$ cat src/rtl/obi_axi_master_if.sv
// AXI4 bus bundle shared by the OBI bridge and its AXI peers.
// Master drives requests and response readies; Slave the reverse.
interface AXI_BUS #(
    parameter int unsigned AXI_ADDR_WIDTH = 32,
    parameter int unsigned AXI_DATA_WIDTH = 32,
    parameter int unsigned AXI_ID_WIDTH   = 16,
    parameter int unsigned AXI_USER_WIDTH = 10
);
    localparam int unsigned STRB_W = AXI_DATA_WIDTH / 8;

    logic [AXI_ID_WIDTH-1:0]   aw_id;
    logic [AXI_ADDR_WIDTH-1:0] aw_addr;
    logic [7:0]                aw_len;
    logic [2:0]                aw_size;
    logic [1:0]                aw_burst;
    logic                      aw_lock;
    logic [3:0]                aw_cache;
    logic [2:0]                aw_prot;
    logic [3:0]                aw_qos;
    logic [3:0]                aw_region;
    logic [5:0]                aw_atop;
    logic [AXI_USER_WIDTH-1:0] aw_user;
    logic                      aw_valid;
    logic                      aw_ready;

    logic [AXI_DATA_WIDTH-1:0] w_data;
    logic [STRB_W-1:0]         w_strb;
    logic                      w_last;
    logic [AXI_USER_WIDTH-1:0] w_user;
    logic                      w_valid;
    logic                      w_ready;

    logic [AXI_ID_WIDTH-1:0]   b_id;
    logic [1:0]                b_resp;
    logic [AXI_USER_WIDTH-1:0] b_user;
    logic                      b_valid;
    logic                      b_ready;

    logic [AXI_ID_WIDTH-1:0]   ar_id;
    logic [AXI_ADDR_WIDTH-1:0] ar_addr;
    logic [7:0]                ar_len;
    logic [2:0]                ar_size;
    logic [1:0]                ar_burst;
    logic                      ar_lock;
    logic [3:0]                ar_cache;
    logic [2:0]                ar_prot;
    logic [3:0]                ar_qos;
    logic [3:0]                ar_region;
    logic [AXI_USER_WIDTH-1:0] ar_user;
    logic                      ar_valid;
    logic                      ar_ready;

    logic [AXI_ID_WIDTH-1:0]   r_id;
    logic [AXI_DATA_WIDTH-1:0] r_data;
    logic [1:0]                r_resp;
    logic                      r_last;
    logic [AXI_USER_WIDTH-1:0] r_user;
    logic                      r_valid;
    logic                      r_ready;

    modport Master (
        output aw_id, aw_addr, aw_len, aw_size, aw_burst, aw_lock,
        output aw_cache, aw_prot, aw_qos, aw_region, aw_atop, aw_user,
        output aw_valid, input aw_ready,
        output w_data, w_strb, w_last, w_user, w_valid, input w_ready,
        input b_id, b_resp, b_user, b_valid, output b_ready,
        output ar_id, ar_addr, ar_len, ar_size, ar_burst, ar_lock,
        output ar_cache, ar_prot, ar_qos, ar_region, ar_user,
        output ar_valid, input ar_ready,
        input r_id, r_data, r_resp, r_last, r_user, r_valid,
        output r_ready
    );

    modport Slave (
        input aw_id, aw_addr, aw_len, aw_size, aw_burst, aw_lock,
        input aw_cache, aw_prot, aw_qos, aw_region, aw_atop, aw_user,
        input aw_valid, output aw_ready,
        input w_data, w_strb, w_last, w_user, w_valid, output w_ready,
        output b_id, b_resp, b_user, b_valid, input b_ready,
        input ar_id, ar_addr, ar_len, ar_size, ar_burst, ar_lock,
        input ar_cache, ar_prot, ar_qos, ar_region, ar_user,
        input ar_valid, output ar_ready,
        output r_id, r_data, r_resp, r_last, r_user, r_valid,
        input r_ready
    );
endinterface

$ cat src/rtl/obi_axi_master.sv
// Single-outstanding OBI core port to AXI4 single-beat master bridge.
// Define OBI_AXI_MASTER_ALIGN_CHK_EN to reject misaligned requests locally.
module obi_axi_master #(
    parameter int unsigned AXI_ADDR_WIDTH = 32,
    parameter int unsigned AXI_DATA_WIDTH = 32,
    parameter int unsigned AXI_ID_WIDTH   = 16,
    parameter int unsigned AXI_USER_WIDTH = 10,
    parameter int unsigned AXI_ID         = 0
) (
    input  logic        clk_i,
    input  logic        rst_ni,
    input  logic        req_i,
    output logic        gnt_o,
    input  logic [31:0] addr_i,
    input  logic        we_i,
    input  logic [3:0]  be_i,
    input  logic [31:0] wdata_i,
    output logic        rvalid_o,
    output logic [31:0] rdata_o,
    output logic        err_o,
    AXI_BUS.Master      axi
);
    localparam int unsigned STRB_W = AXI_DATA_WIDTH / 8;

`ifdef OBI_AXI_MASTER_ALIGN_CHK_EN
    typedef enum logic [2:0] {
        IDLE, WR, WR_B, RD_AR, RD_R, ERR
    } state_e;
`else
    typedef enum logic [2:0] {
        IDLE, WR, WR_B, RD_AR, RD_R
    } state_e;
`endif

    state_e                    state_q, state_d;
    logic [AXI_ADDR_WIDTH-1:0] addr_q, addr_d;
    logic [STRB_W-1:0]         be_q, be_d;
    logic [AXI_DATA_WIDTH-1:0] wdata_q, wdata_d;
    logic                      aw_done_q, aw_done_d;
    logic                      w_done_q, w_done_d;
    logic                      rvalid_q, rvalid_d;
    logic [31:0]               rdata_q, rdata_d;
    logic                      err_q, err_d;

    logic aw_valid, w_valid, ar_valid, b_ready, r_ready;
    logic aw_hs, w_hs, ar_hs, b_hs, r_hs;

    assign gnt_o = req_i && (state_q == IDLE);

    // Channel valids/readies decode from registered state only, never from a ready.
    assign aw_valid = (state_q == WR) && !aw_done_q;
    assign w_valid  = (state_q == WR) && !w_done_q;
    assign ar_valid = (state_q == RD_AR);
    assign b_ready  = (state_q == WR_B);
    assign r_ready  = (state_q == RD_R);

    assign aw_hs = aw_valid && axi.aw_ready;
    assign w_hs  = w_valid && axi.w_ready;
    assign ar_hs = ar_valid && axi.ar_ready;
    assign b_hs  = b_ready && axi.b_valid;
    assign r_hs  = r_ready && axi.r_valid;

    assign axi.aw_id     = AXI_ID_WIDTH'(AXI_ID);
    assign axi.aw_addr   = addr_q;
    assign axi.aw_len    = 8'd0;
    assign axi.aw_size   = 3'b010;
    assign axi.aw_burst  = 2'b01;
    assign axi.aw_lock   = 1'b0;
    assign axi.aw_cache  = 4'd0;
    assign axi.aw_prot   = 3'd0;
    assign axi.aw_qos    = 4'd0;
    assign axi.aw_region = 4'd0;
    assign axi.aw_atop   = 6'd0;
    assign axi.aw_user   = AXI_USER_WIDTH'(0);
    assign axi.aw_valid  = aw_valid;

    assign axi.w_data  = wdata_q;
    assign axi.w_strb  = be_q;
    assign axi.w_last  = 1'b1;
    assign axi.w_user  = AXI_USER_WIDTH'(0);
    assign axi.w_valid = w_valid;

    assign axi.b_ready = b_ready;

    assign axi.ar_id     = AXI_ID_WIDTH'(AXI_ID);
    assign axi.ar_addr   = addr_q;
    assign axi.ar_len    = 8'd0;
    assign axi.ar_size   = 3'b010;
    assign axi.ar_burst  = 2'b01;
    assign axi.ar_lock   = 1'b0;
    assign axi.ar_cache  = 4'd0;
    assign axi.ar_prot   = 3'd0;
    assign axi.ar_qos    = 4'd0;
    assign axi.ar_region = 4'd0;
    assign axi.ar_user   = AXI_USER_WIDTH'(0);
    assign axi.ar_valid  = ar_valid;

    assign axi.r_ready = r_ready;

    assign rvalid_o = rvalid_q;
    assign rdata_o  = rdata_q;
    assign err_o    = err_q;

    // Next-state and response capture for the single-transaction FSM.
    always_comb begin
        state_d   = state_q;
        addr_d    = addr_q;
        be_d      = be_q;
        wdata_d   = wdata_q;
        aw_done_d = aw_done_q;
        w_done_d  = w_done_q;
        rvalid_d  = 1'b0;
        rdata_d   = rdata_q;
        err_d     = err_q;
        unique case (state_q)
            IDLE: begin
                if (req_i) begin
                    addr_d    = addr_i;
                    be_d      = be_i;
                    wdata_d   = wdata_i;
                    aw_done_d = 1'b0;
                    w_done_d  = 1'b0;
                    state_d   = we_i ? WR : RD_AR;
`ifdef OBI_AXI_MASTER_ALIGN_CHK_EN
                    if (addr_i[1:0] != 2'b00) begin
                        state_d = ERR;
                    end
`endif
                end
            end
            WR: begin
                if (aw_hs) begin
                    aw_done_d = 1'b1;
                end
                if (w_hs) begin
                    w_done_d = 1'b1;
                end
                if ((aw_done_q || aw_hs) && (w_done_q || w_hs)) begin
                    state_d = WR_B;
                end
            end
            WR_B: begin
                if (b_hs) begin
                    rvalid_d = 1'b1;
                    err_d    = axi.b_resp[1];
                    state_d  = IDLE;
                end
            end
            RD_AR: begin
                if (ar_hs) begin
                    state_d = RD_R;
                end
            end
            RD_R: begin
                if (r_hs) begin
                    rvalid_d = 1'b1;
                    rdata_d  = axi.r_data;
                    err_d    = axi.r_resp[1];
                    state_d  = IDLE;
                end
            end
`ifdef OBI_AXI_MASTER_ALIGN_CHK_EN
            ERR: begin
                rvalid_d = 1'b1;
                rdata_d  = 32'd0;
                err_d    = 1'b1;
                state_d  = IDLE;
            end
`endif
            default: begin
                state_d = IDLE;
            end
        endcase
    end

    // State, captured request and registered response; reset aborts any transfer.
    always_ff @(posedge clk_i or negedge rst_ni) begin
        if (!rst_ni) begin
            state_q   <= IDLE;
            addr_q    <= '0;
            be_q      <= '0;
            wdata_q   <= '0;
            aw_done_q <= 1'b0;
            w_done_q  <= 1'b0;
            rvalid_q  <= 1'b0;
            rdata_q   <= 32'd0;
            err_q     <= 1'b0;
        end else begin
            state_q   <= state_d;
            addr_q    <= addr_d;
            be_q      <= be_d;
            wdata_q   <= wdata_d;
            aw_done_q <= aw_done_d;
            w_done_q  <= w_done_d;
            rvalid_q  <= rvalid_d;
            rdata_q   <= rdata_d;
            err_q     <= err_d;
        end
    end
endmodule

$ cat src/flat_wrapper.sv
// flat-port wrapper written by rule: the top's interface ports become plain ports
module obi_axi_master_flat 
#(
    parameter int unsigned AXI_ADDR_WIDTH = 32,
    parameter int unsigned AXI_DATA_WIDTH = 32,
    parameter int unsigned AXI_ID_WIDTH   = 16,
    parameter int unsigned AXI_USER_WIDTH = 10,
    parameter int unsigned AXI_ID         = 0
)
  (clk_i, rst_ni, req_i, gnt_o, addr_i, we_i, be_i, wdata_i, rvalid_o, rdata_o, err_o, axi_aw_id, axi_aw_addr, axi_aw_len, axi_aw_size, axi_aw_burst, axi_aw_lock, axi_aw_cache, axi_aw_prot, axi_aw_qos, axi_aw_region, axi_aw_atop, axi_aw_user, axi_aw_valid, axi_aw_ready, axi_w_data, axi_w_strb, axi_w_last, axi_w_user, axi_w_valid, axi_w_ready, axi_b_id, axi_b_resp, axi_b_user, axi_b_valid, axi_b_ready, axi_ar_id, axi_ar_addr, axi_ar_len, axi_ar_size, axi_ar_burst, axi_ar_lock, axi_ar_cache, axi_ar_prot, axi_ar_qos, axi_ar_region, axi_ar_user, axi_ar_valid, axi_ar_ready, axi_r_id, axi_r_data, axi_r_resp, axi_r_last, axi_r_user, axi_r_valid, axi_r_ready);
  AXI_BUS #(.AXI_ADDR_WIDTH(AXI_ADDR_WIDTH), .AXI_DATA_WIDTH(AXI_DATA_WIDTH), .AXI_ID_WIDTH(AXI_ID_WIDTH), .AXI_USER_WIDTH(AXI_USER_WIDTH)) axi_i ();
  input  logic clk_i;
  input  logic rst_ni;
  input  logic req_i;
  output logic gnt_o;
  input  logic [31:0] addr_i;
  input  logic we_i;
  input  logic [3:0] be_i;
  input  logic [31:0] wdata_i;
  output logic rvalid_o;
  output logic [31:0] rdata_o;
  output logic err_o;
  output wire logic [$bits(axi_i.aw_id)-1:0] axi_aw_id;
  output wire logic [$bits(axi_i.aw_addr)-1:0] axi_aw_addr;
  output wire logic [$bits(axi_i.aw_len)-1:0] axi_aw_len;
  output wire logic [$bits(axi_i.aw_size)-1:0] axi_aw_size;
  output wire logic [$bits(axi_i.aw_burst)-1:0] axi_aw_burst;
  output wire logic [$bits(axi_i.aw_lock)-1:0] axi_aw_lock;
  output wire logic [$bits(axi_i.aw_cache)-1:0] axi_aw_cache;
  output wire logic [$bits(axi_i.aw_prot)-1:0] axi_aw_prot;
  output wire logic [$bits(axi_i.aw_qos)-1:0] axi_aw_qos;
  output wire logic [$bits(axi_i.aw_region)-1:0] axi_aw_region;
  output wire logic [$bits(axi_i.aw_atop)-1:0] axi_aw_atop;
  output wire logic [$bits(axi_i.aw_user)-1:0] axi_aw_user;
  output wire logic [$bits(axi_i.aw_valid)-1:0] axi_aw_valid;
  input wire logic [$bits(axi_i.aw_ready)-1:0] axi_aw_ready;
  output wire logic [$bits(axi_i.w_data)-1:0] axi_w_data;
  output wire logic [$bits(axi_i.w_strb)-1:0] axi_w_strb;
  output wire logic [$bits(axi_i.w_last)-1:0] axi_w_last;
  output wire logic [$bits(axi_i.w_user)-1:0] axi_w_user;
  output wire logic [$bits(axi_i.w_valid)-1:0] axi_w_valid;
  input wire logic [$bits(axi_i.w_ready)-1:0] axi_w_ready;
  input wire logic [$bits(axi_i.b_id)-1:0] axi_b_id;
  input wire logic [$bits(axi_i.b_resp)-1:0] axi_b_resp;
  input wire logic [$bits(axi_i.b_user)-1:0] axi_b_user;
  input wire logic [$bits(axi_i.b_valid)-1:0] axi_b_valid;
  output wire logic [$bits(axi_i.b_ready)-1:0] axi_b_ready;
  output wire logic [$bits(axi_i.ar_id)-1:0] axi_ar_id;
  output wire logic [$bits(axi_i.ar_addr)-1:0] axi_ar_addr;
  output wire logic [$bits(axi_i.ar_len)-1:0] axi_ar_len;
  output wire logic [$bits(axi_i.ar_size)-1:0] axi_ar_size;
  output wire logic [$bits(axi_i.ar_burst)-1:0] axi_ar_burst;
  output wire logic [$bits(axi_i.ar_lock)-1:0] axi_ar_lock;
  output wire logic [$bits(axi_i.ar_cache)-1:0] axi_ar_cache;
  output wire logic [$bits(axi_i.ar_prot)-1:0] axi_ar_prot;
  output wire logic [$bits(axi_i.ar_qos)-1:0] axi_ar_qos;
  output wire logic [$bits(axi_i.ar_region)-1:0] axi_ar_region;
  output wire logic [$bits(axi_i.ar_user)-1:0] axi_ar_user;
  output wire logic [$bits(axi_i.ar_valid)-1:0] axi_ar_valid;
  input wire logic [$bits(axi_i.ar_ready)-1:0] axi_ar_ready;
  input wire logic [$bits(axi_i.r_id)-1:0] axi_r_id;
  input wire logic [$bits(axi_i.r_data)-1:0] axi_r_data;
  input wire logic [$bits(axi_i.r_resp)-1:0] axi_r_resp;
  input wire logic [$bits(axi_i.r_last)-1:0] axi_r_last;
  input wire logic [$bits(axi_i.r_user)-1:0] axi_r_user;
  input wire logic [$bits(axi_i.r_valid)-1:0] axi_r_valid;
  output wire logic [$bits(axi_i.r_ready)-1:0] axi_r_ready;
  assign axi_aw_id = axi_i.aw_id;
  assign axi_aw_addr = axi_i.aw_addr;
  assign axi_aw_len = axi_i.aw_len;
  assign axi_aw_size = axi_i.aw_size;
  assign axi_aw_burst = axi_i.aw_burst;
  assign axi_aw_lock = axi_i.aw_lock;
  assign axi_aw_cache = axi_i.aw_cache;
  assign axi_aw_prot = axi_i.aw_prot;
  assign axi_aw_qos = axi_i.aw_qos;
  assign axi_aw_region = axi_i.aw_region;
  assign axi_aw_atop = axi_i.aw_atop;
  assign axi_aw_user = axi_i.aw_user;
  assign axi_aw_valid = axi_i.aw_valid;
  assign axi_i.aw_ready = axi_aw_ready;
  assign axi_w_data = axi_i.w_data;
  assign axi_w_strb = axi_i.w_strb;
  assign axi_w_last = axi_i.w_last;
  assign axi_w_user = axi_i.w_user;
  assign axi_w_valid = axi_i.w_valid;
  assign axi_i.w_ready = axi_w_ready;
  assign axi_i.b_id = axi_b_id;
  assign axi_i.b_resp = axi_b_resp;
  assign axi_i.b_user = axi_b_user;
  assign axi_i.b_valid = axi_b_valid;
  assign axi_b_ready = axi_i.b_ready;
  assign axi_ar_id = axi_i.ar_id;
  assign axi_ar_addr = axi_i.ar_addr;
  assign axi_ar_len = axi_i.ar_len;
  assign axi_ar_size = axi_i.ar_size;
  assign axi_ar_burst = axi_i.ar_burst;
  assign axi_ar_lock = axi_i.ar_lock;
  assign axi_ar_cache = axi_i.ar_cache;
  assign axi_ar_prot = axi_i.ar_prot;
  assign axi_ar_qos = axi_i.ar_qos;
  assign axi_ar_region = axi_i.ar_region;
  assign axi_ar_user = axi_i.ar_user;
  assign axi_ar_valid = axi_i.ar_valid;
  assign axi_i.ar_ready = axi_ar_ready;
  assign axi_i.r_id = axi_r_id;
  assign axi_i.r_data = axi_r_data;
  assign axi_i.r_resp = axi_r_resp;
  assign axi_i.r_last = axi_r_last;
  assign axi_i.r_user = axi_r_user;
  assign axi_i.r_valid = axi_r_valid;
  assign axi_r_ready = axi_i.r_ready;
  obi_axi_master #(.AXI_ADDR_WIDTH(AXI_ADDR_WIDTH), .AXI_DATA_WIDTH(AXI_DATA_WIDTH), .AXI_ID_WIDTH(AXI_ID_WIDTH), .AXI_USER_WIDTH(AXI_USER_WIDTH), .AXI_ID(AXI_ID)) u_core (.clk_i(clk_i), .rst_ni(rst_ni), .req_i(req_i), .gnt_o(gnt_o), .addr_i(addr_i), .we_i(we_i), .be_i(be_i), .wdata_i(wdata_i), .rvalid_o(rvalid_o), .rdata_o(rdata_o), .err_o(err_o), .axi(axi_i));
endmodule
$ cat config.mk
export PLATFORM = sky130hd
export DESIGN_NAME = obi_axi_master_flat
export DESIGN_NICKNAME = d
export VERILOG_FILES = /design/src/rtl/obi_axi_master_if.sv /design/src/rtl/obi_axi_master.sv /design/src/flat_wrapper.sv
export SDC_FILE = /design/constraint.sdc
export NUM_CORES = 1
export LEC_CHECK = 0
export CELL_PAD_IN_SITES_DETAIL_PLACEMENT = 0
export CELL_PAD_IN_SITES_GLOBAL_PLACEMENT = 1
export CORE_AREA = 2 2 171 173
export DETAILED_ROUTE_END_ITERATION = 10
export DIE_AREA = 0 0 173 175
export MAX_ROUTING_LAYER = met4
export PLACE_DENSITY = 0.8
export SYNTH_ARGS = -nofsm -noshare
export SYNTH_HDL_FRONTEND = slang
export SYNTH_SLANG_ARGS = --single-unit
$ cat constraint.sdc
create_clock -name clk_i -period 1.4 [get_ports clk_i]
set_input_delay 0.28 -clock clk_i [delete_from_list [all_inputs] [get_ports clk_i]]
set_output_delay 0.28 -clock clk_i [all_outputs]
set_load 0.02 [all_outputs]
---- Word-level counts from Yosys, hierarchy flattened ----
Index checks and enable logic that the tools add are counted.
storage, ports and cells
  register bits ........................... 107
  input port bits ......................... 166
  output and inout port bits .............. 267
  logic and storage cells ................. 60
cells by class
  equal/unequal tests ..................... 11
  muxes and demuxes ....................... 18
  reduce and logical (&&, ||, !) cells .... 22
operators by type and width
  cell                                                                      number
  3-bit two-way mux                                                         5
  3-bit case mux with 5 select lines                                        1
  2-bit inequality test (second input constant)                             5
  1-bit logical AND                                                         9
  3-bit AND reduction                                                       3
  1-bit case mux with 2 select lines                                        4
  1-bit two-way mux                                                         7
  3-bit by 2-bit equality test with 1-bit output (second input constant)    2
  5-bit AND reduction                                                       1
  2-bit by 1-bit inequality test with 1-bit output (second input constant)  2
  2-bit AND reduction                                                       2
  2-bit nonzero test                                                        2
  3-bit by 1-bit equality test with 1-bit output (second input constant)    1
  3-bit equality test (second input constant)                               1
  3-bit zero test                                                           1
  1-bit zero test                                                           2
  1-bit logical OR                                                          2
  2-bit two-way mux                                                         1

---- Depth between registers and ports, before layout ----
Gate-level depths: netlist of the first run.
  depth after elaboration ................. 7
  depth in mapped cells ................... 8
  depth with buffers taken out ............ 5

---- Worst setup path after synthesis of the first run ----
OpenSTA, ideal clock, no wires.
  path kind ............................... register -> register
  from .................................... register u_core.state_q[0]
  to ...................................... register u_core.rdata_q[0], in the netlist u_core.rdata_o[0]
  setup time .............................. 125 ps
  arrival ................................. 1463 ps
  required time ........................... 1275 ps
  path slack .............................. -188 ps
  stages on the path, launching flop included .. 9
  path buffers ............................ 3
  period minus slack after synthesis ...... 1588 ps
  path through ............................ dfrtp_1 > buf_6 > nor2_4 > nand2_2 > inv_2 > and2_4 > buf_6 > buf_6 > mux2_4
on the way
  cells in the longest elaborated chain, start to end .. 3
ends and longest elaborated chain
  item                             line                   source
  start: declaration               obi_axi_master.sv:35   state_e state_q, state_d;
  start signal: assignment         obi_axi_master.sv:189  state_q <= state_d;
  3-bit equality test *            obi_axi_master.sv:55   assign r_ready = (state_q == RD_R);
  via axi_r_ready                  flat_wrapper.sv:67     output wire logic [$bits(axi_i.r_ready)-1:0] axi_r_ready;
  1-bit logical AND                obi_axi_master.sv:61   assign r_hs = r_ready && axi.r_valid;
  2-bit AND reduction (no line) *  --
  end signal: assignment           obi_axi_master.sv:196  rdata_q <= rdata_d;
  end: declaration                 obi_axi_master.sv:42   logic [31:0] rdata_q, rdata_d;
The timed path passes the listed nets; every way through them passes the cells marked *.
A chain may end at the register's enable or synchronous reset.

---- Worst setup path after layout of the first run ----
  from .................................... register u_core.state_q[0]
  to ...................................... register u_core.rdata_q[7], in the netlist u_core.rdata_o[7]
on the way
  cells in the longest elaborated chain, start to end .. 3
ends and longest elaborated chain
  item                             line
  3-bit equality test *            obi_axi_master.sv:55, obi_axi_master.sv:115
  1-bit logical AND                obi_axi_master.sv:61
  2-bit AND reduction (no line) *  --
Mark *: on every way between the ends. The rest lies on a longest branch, timed or not.

==> results of run 1 <==
==> area by class of cell <==
type / instances / area, um2 / share of cell area
tap: 384 / 480 / 0.0551
sequential: 107 / 2680 / 0.307
inverter: 2 / 17.5 / 0.00201
clock buffer: 9 / 225 / 0.0258
clock inverter: 7 / 80.1 / 0.00919
multi-input combinational: 254 / 2200 / 0.252
timing repair buffer: 300 / 3030 / 0.348
==> cell usage in the layout (no fill, tap or decap), types with 3 or more instances in the layout <==
cell	n
clkbuf_16	14
buf_12	11
dlygate4sd2_1	70
mux2_4	90
mux2_2	13
clkdlybuf4s50_1	109
buf_6	15
o21ai_0	3
clkdlybuf4s15_1	48
dfrtp_1	105
clkbuf_2	10
clkdlybuf4s15_2	3
inv_8	3
conb_1	127
buf_4	23
==> synth_stat cells <==
| cell type | n | area (um2) |
|---|---|---|
| nand2_1 | 2 | 7.51 |
| buf_4 | 159 | 1190 |
| nand2b_1 | 1 | 6.26 |
| and3b_1 | 1 | 8.76 |
| nand2_2 | 1 | 6.26 |
| mux2_2 | 64 | 721 |
| nand3b_2 | 1 | 11.3 |
| buf_2 | 6 | 30.0 |
| o221ai_1 | 1 | 8.76 |
| nor2_4 | 1 | 11.3 |
| a21oi_1 | 2 | 10.0 |
| a22o_1 | 2 | 17.5 |
| inv_2 | 2 | 7.51 |
| and2_4 | 1 | 8.76 |
| nor3_1 | 2 | 10.0 |
| nand3b_1 | 2 | 15.0 |
| dfrtp_1 | 107 | 2680 |
| o21ai_0 | 3 | 15.0 |
| o22ai_1 | 1 | 6.26 |
| mux2_4 | 39 | 586 |
| conb_1 | 2 | 7.51 |
| nor2_1 | 1 | 3.75 |
| nor3b_1 | 1 | 7.51 |
| buf_6 | 7 | 78.8 |
| a221oi_1 | 1 | 8.76 |
==> state kept, by name (all words and copies together), names as in the netlist <==
register and flops:
u_core.err_o 1, u_core.axi.ar_addr 32, u_core.rvalid_o 1, u_core.rdata_o 32, u_core.w_done_q 1, u_core.axi.w_strb 4
u_core.aw_done_q 1, u_core.state_q 3, u_core.axi.w_data 32
==> kinds of logic (layout without fill, tap and decap cells) <==
logic type      after synthesis  after routing  synth area share
compound gates               10             10            0.0121
buf+inv                     174            318             0.240
flops                       107            107             0.490
mux                         103            103             0.239
other cells                   2            127           0.00137
simple gates                 14             14            0.0176
==> what timing repair did <==
action	CTS	global route
endpoints found under the setup margin	240	165
pin swaps	3	3
hold endpoints to repair	107	0
setup buffers	13	7
gates cloned	2	6
gates resized for setup	207	128
hold buffers	1	0
==> metrics by stage <==
stage | util | area, um2
after detailed placement | 0.277 | 7870
after CTS | 0.292 | 8300
after global routing | 0.307 | 8720
after floorplan | - | 5990
final | 0.307 | 8720
after global placement | 0.277 | 7870
==> worst max path at each step <==
stage | slack (ns) | depth (start not counted) | start | endpoint
global placement | -0.41 | 5 | req_i | u_core.axi.ar_addr[9]
finish | -0.28 | 7 | u_core.state_q[0] | u_core.rdata_o[7]
global route | -0.36 | 7 | u_core.state_q[0] | u_core.rdata_o[5]
detailed placement | -0.43 | 5 | req_i | u_core.axi.ar_addr[5]
CTS | -0.30 | 5 | u_core.state_q[2] | gnt_o
floorplan | -0.16 | 8 | u_core.state_q[0] | u_core.rdata_o[0]
==> power breakdown <==
part           switching, mW  internal (mW)
Sequential              1.03           4.66
Combinational           5.28           5.70
Clock                   1.37           1.28
Total                   7.67           11.6
==> worst max-delay path, stage by stage, from the launching register on <==
cell     delay, ns
dfrtp_2       0.46
nor2_4        0.17
nand2_2       0.09
inv_4         0.06
and2_4        0.23
buf_12        0.13
buf_12        0.12
mux2_4        0.30
==> layer usage <==
metal	track usage	wire length (um)
met5	-	0
met3	0.0320	1260
met1	0.104	6090
met4	0.0222	127
met2	0.151	7300
==> metrics.txt, run 1 <==
H-tree levels=3; share of post-route cells with drive strength above 1=0.305; clock sinks=107; Layout area overhead=59.5%; Worst VDD drop=0.000519 V; clock buffer depth=2; maximum fanout along the worst path=7; RSZ-0062 raised after global routing=true; gp weighted congestion=0.768; r2r setup slk=-0.28 ns; Detailed Place HPWL=10.4 mm; Synth Warn #=0; Iter 0 DRT Violations=139; initial antenna violation count=0; Die Y-Extent=175 um; DRT Pass-1 Iters=3; PnR worst setup slack=-0.283 ns; Hold WS=0.458 ns; max-slew violations=0; CP Launch Type=flop; cts bufs inserted=9; Placeable Area=0.0284 mm2; CTS tree=done; TNS Setup=-21.85 ns; Yosys reg bits=107; reg-to-reg critical path startpoint=u_core.state_q[0]; R2R depth=7; vias in the first global route=3482; Syn Area/Cell=13.3 um2; final std cells w/o fill=1063; remaining antenna violation count after routing=0; Pwr per Cell Area=2220 mW/mm2; CP Capture Type=flop; Antenna diodes=0; Synth cell types=25; DIE WIDTH=173 um; I/O pins=433; Total GRT Usage=0.0906; CTS clk-pin slew, worst paths=0.09 ns; Post-Route WL=14.8 mm; Mapped Cells=410; fmax=0.594 GHz; worst r2r dst=u_core.rdata_o[7]; clk_lat worst skew=0.36 ns; mean number of vias per cell=3.40; pre-CTS setup slack=-0.434 ns; root buf cell=clkbuf_16; LEAKAGE=4.14 nW; worst clock skew=0.0160 ns; power after layout=19.3 mW; die area=0.0303 mm2; synthesized area=0.00546 mm2; Worst EP required=1.64 ns; filler cell count=2913; # rows=62; failing checks=setup timing; Max-Cap Viols=0; drt drc=0; Hold Crit Class=in2async; Vias=3616; largest net degree at the start of global routing=55; placed cell count=1020; post-synthesis sequential area ratio=0.490; initial core utilization=0.192; GR Overflow Total=0; crit path DAT=1.92 ns; nets@finish=840; final setup vio count=107; hold violation total from the final report=0; Port Buffers=250; kind of critical path=reg2reg; first-pass GRT wire length=20.5 mm; Tmin final=1.68 ns; status=finished, violations left; Period Utilization, post-route=1.20; routed len/inst=13.9 um
(Power assumes the default switching activity.)
==> run 2: changes to the inputs <==
--- a/config.mk
+++ b/config.mk
@@ -11,7 +11,7 @@
 export DETAILED_ROUTE_END_ITERATION = 10
 export DIE_AREA = 0 0 173 175
 export MAX_ROUTING_LAYER = met4
-export PLACE_DENSITY = 0.8
+export PLACE_DENSITY_LB_ADDON = 0.08
 export SYNTH_ARGS = -nofsm -noshare
 export SYNTH_HDL_FRONTEND = slang
 export SYNTH_SLANG_ARGS = --single-unit
==> run 2 against run 1 <==
The run still ends with setup timing left. Register-to-register slack improved by 0.03 ns. Non-clock buffer count decreased by 14. Sequential power about the same. Count of clock-buffer cells in the layout unchanged. Worst hold slack improved by 0.013 ns. Combinational power about the same. Utilization decreased by 0.46 points. Global-route usage increased by 0.84 points. Power decreased by 0.31%. Sequential share of layout area increased by 0.47 points. Die area unchanged.
==> metrics.txt, run 2 (synthesis results as in run 1) <==
failing checks=setup timing; PnR worst setup slack=-0.257 ns; # rows=62; CTS clk-pin slew, worst paths=0.08 ns; initial antenna violation count=0; r2r setup slk=-0.26 ns; root buf cell=clkbuf_16; RSZ-0062 raised after global routing=true; crit path DAT=1.90 ns; Tmin final=1.66 ns; R2R depth=6; final setup vio count=107; most frequent cells in the layout=conb_1 (127), clkdlybuf4s50_1 (109), dfrtp_1 (105), mux2_4 (98), dlygate4sd2_1 (71); status=finished, violations left; clk_lat worst skew=0.35 ns; DIE WIDTH=173 um; placed cell area=0.00785 mm2; Worst VDD drop=0.000628 V; routed len/inst=15.2 um; worst clock skew=0.00745 ns; Least-Margin Pin Slew=0.561 ns; die area=0.0303 mm2; placed cell count=1018; pre-CTS setup slack=-0.399 ns; hold violation total from the final report=0; largest net degree at the start of global routing=82; DRT Pass-1 Iters=4; Placeable Area=0.0284 mm2; remaining antenna violation count after routing=0; Crit path max-delay family=simple AND/OR/NAND/NOR gates; Detailed Place HPWL=11.1 mm; H-tree levels=3; Pwr per Cell Area=2240 mW/mm2; cts bufs inserted=9; mean number of vias per cell=3.36; slowest stage cell on the critical path=dfrtp_2; GR Overflow Total=0; fin util=0.302; first-pass GRT wire length=22.1 mm; CTS tree=done; commonest non-fill, non-tap cell in the layout=conb_1; Port Buffers=250; Worst EP required=1.64 ns; area of all placed cells without fillers=0.00859 mm2; worst r2r dst=u_core.rdata_o[12]; Total GRT Usage=0.0990; vias in the first global route=3547; Hold WS=0.471 ns; crit-path max cell delay=0.46 ns; Die Y-Extent=175 um; clock buffer depth=2; CP Buf/Inv Count=2; LEAKAGE=4.07 nW; share of post-route cells with drive strength above 1=0.271; fmax=0.604 GHz; Post-Route WL=15.9 mm; clock sinks=107; max-slew violations=0; maximum fanout along the worst path=8; Layout area overhead=57.1%; Vias=3527; gp weighted congestion=0.724; Antenna diodes=0; I/O pins=433; final std cells w/o fill=1049; Hold Crit Class=in2async; nets@finish=826; Iter 0 DRT Violations=73; CP Capture Type=flop; reg-to-reg critical path startpoint=u_core.state_q[0]; Max-Cap Viols=0; Slew headroom=0.626; CP Launch Type=flop; initial core utilization=0.192; Period Utilization, post-route=1.18; kind of critical path=reg2reg; cells along the critical path=nor2_4 -> nand2_2 -> inv_4 -> and2_4 -> clkbuf_16 -> mux2_4; drt drc=0
## run 2: worst min-delay path, stage by stage
cell	delay, ns
dlygate4sd3_1	0.54
buf_4	0.13
buf_12	0.30
## run 2: worst max-delay path by stage
stage	depth (start not counted)	slack [ns]	end	startpoint
finish	6	-0.26	u_core.rdata_o[12]	u_core.state_q[0]
global route	6	-0.34	u_core.rdata_o[13]	u_core.state_q[0]
CTS	5	-0.28	gnt_o	u_core.state_q[0]
detailed placement	5	-0.40	u_core.axi.ar_addr[15]	req_i
global placement	5	-0.38	u_core.axi.ar_addr[16]	req_i
floorplan	8	-0.16	u_core.rdata_o[0]	u_core.state_q[0]
## run 2: stage by stage
step	total power, mW	TNS (ns)
after floorplan	12.1	-6.57
after global placement	16.5	-34.48
after detailed placement	16.5	-35.86
after CTS	18.3	-24.21
after global routing	20.4	-27.04
final	19.2	-18.39
## run 2: report_power, final
group	switching, mW	internal (mW)	leakage (nW)
Sequential	1.01	4.66	1.30
Clock	1.32	1.42	0.150
Combinational	5.29	5.55	2.63
Total	7.62	11.6	4.07
## run 2: final cells by class
| class | count | area [um2] |
|---|---|---|
| Tap cell | 384 | 480 |
| Clock buffer | 9 | 225 |
| Inverter | 2 | 15.0 |
| Clock inverter | 7 | 85.1 |
| Fill cell | 2964 | 19800 |
| Multi-Input combinational cell | 254 | 2190 |
| Timing Repair Buffer | 286 | 2910 |
| Sequential cell | 107 | 2680 |
## run 2: repair_timing
action,4_1_cts,5_1_grt
setup buffers,3,3
cloned,2,6
endpoints found under the setup margin,241,157
gates resized for setup,199,120
pin swaps,4,2
hold buffers,1,0
endpoints found under the hold margin,58,0
## run 2: routing by layer
metal  up-vias  part of all wire  wire length (um)  global-route usage
li1       1579                 -                 -                   -
met1      1721              0.43              6910               0.119
met2       218              0.47              7440               0.154
met3         9             0.086              1360              0.0339
met4         0             0.012               195              0.0360
met5         -                 0                 0                   -
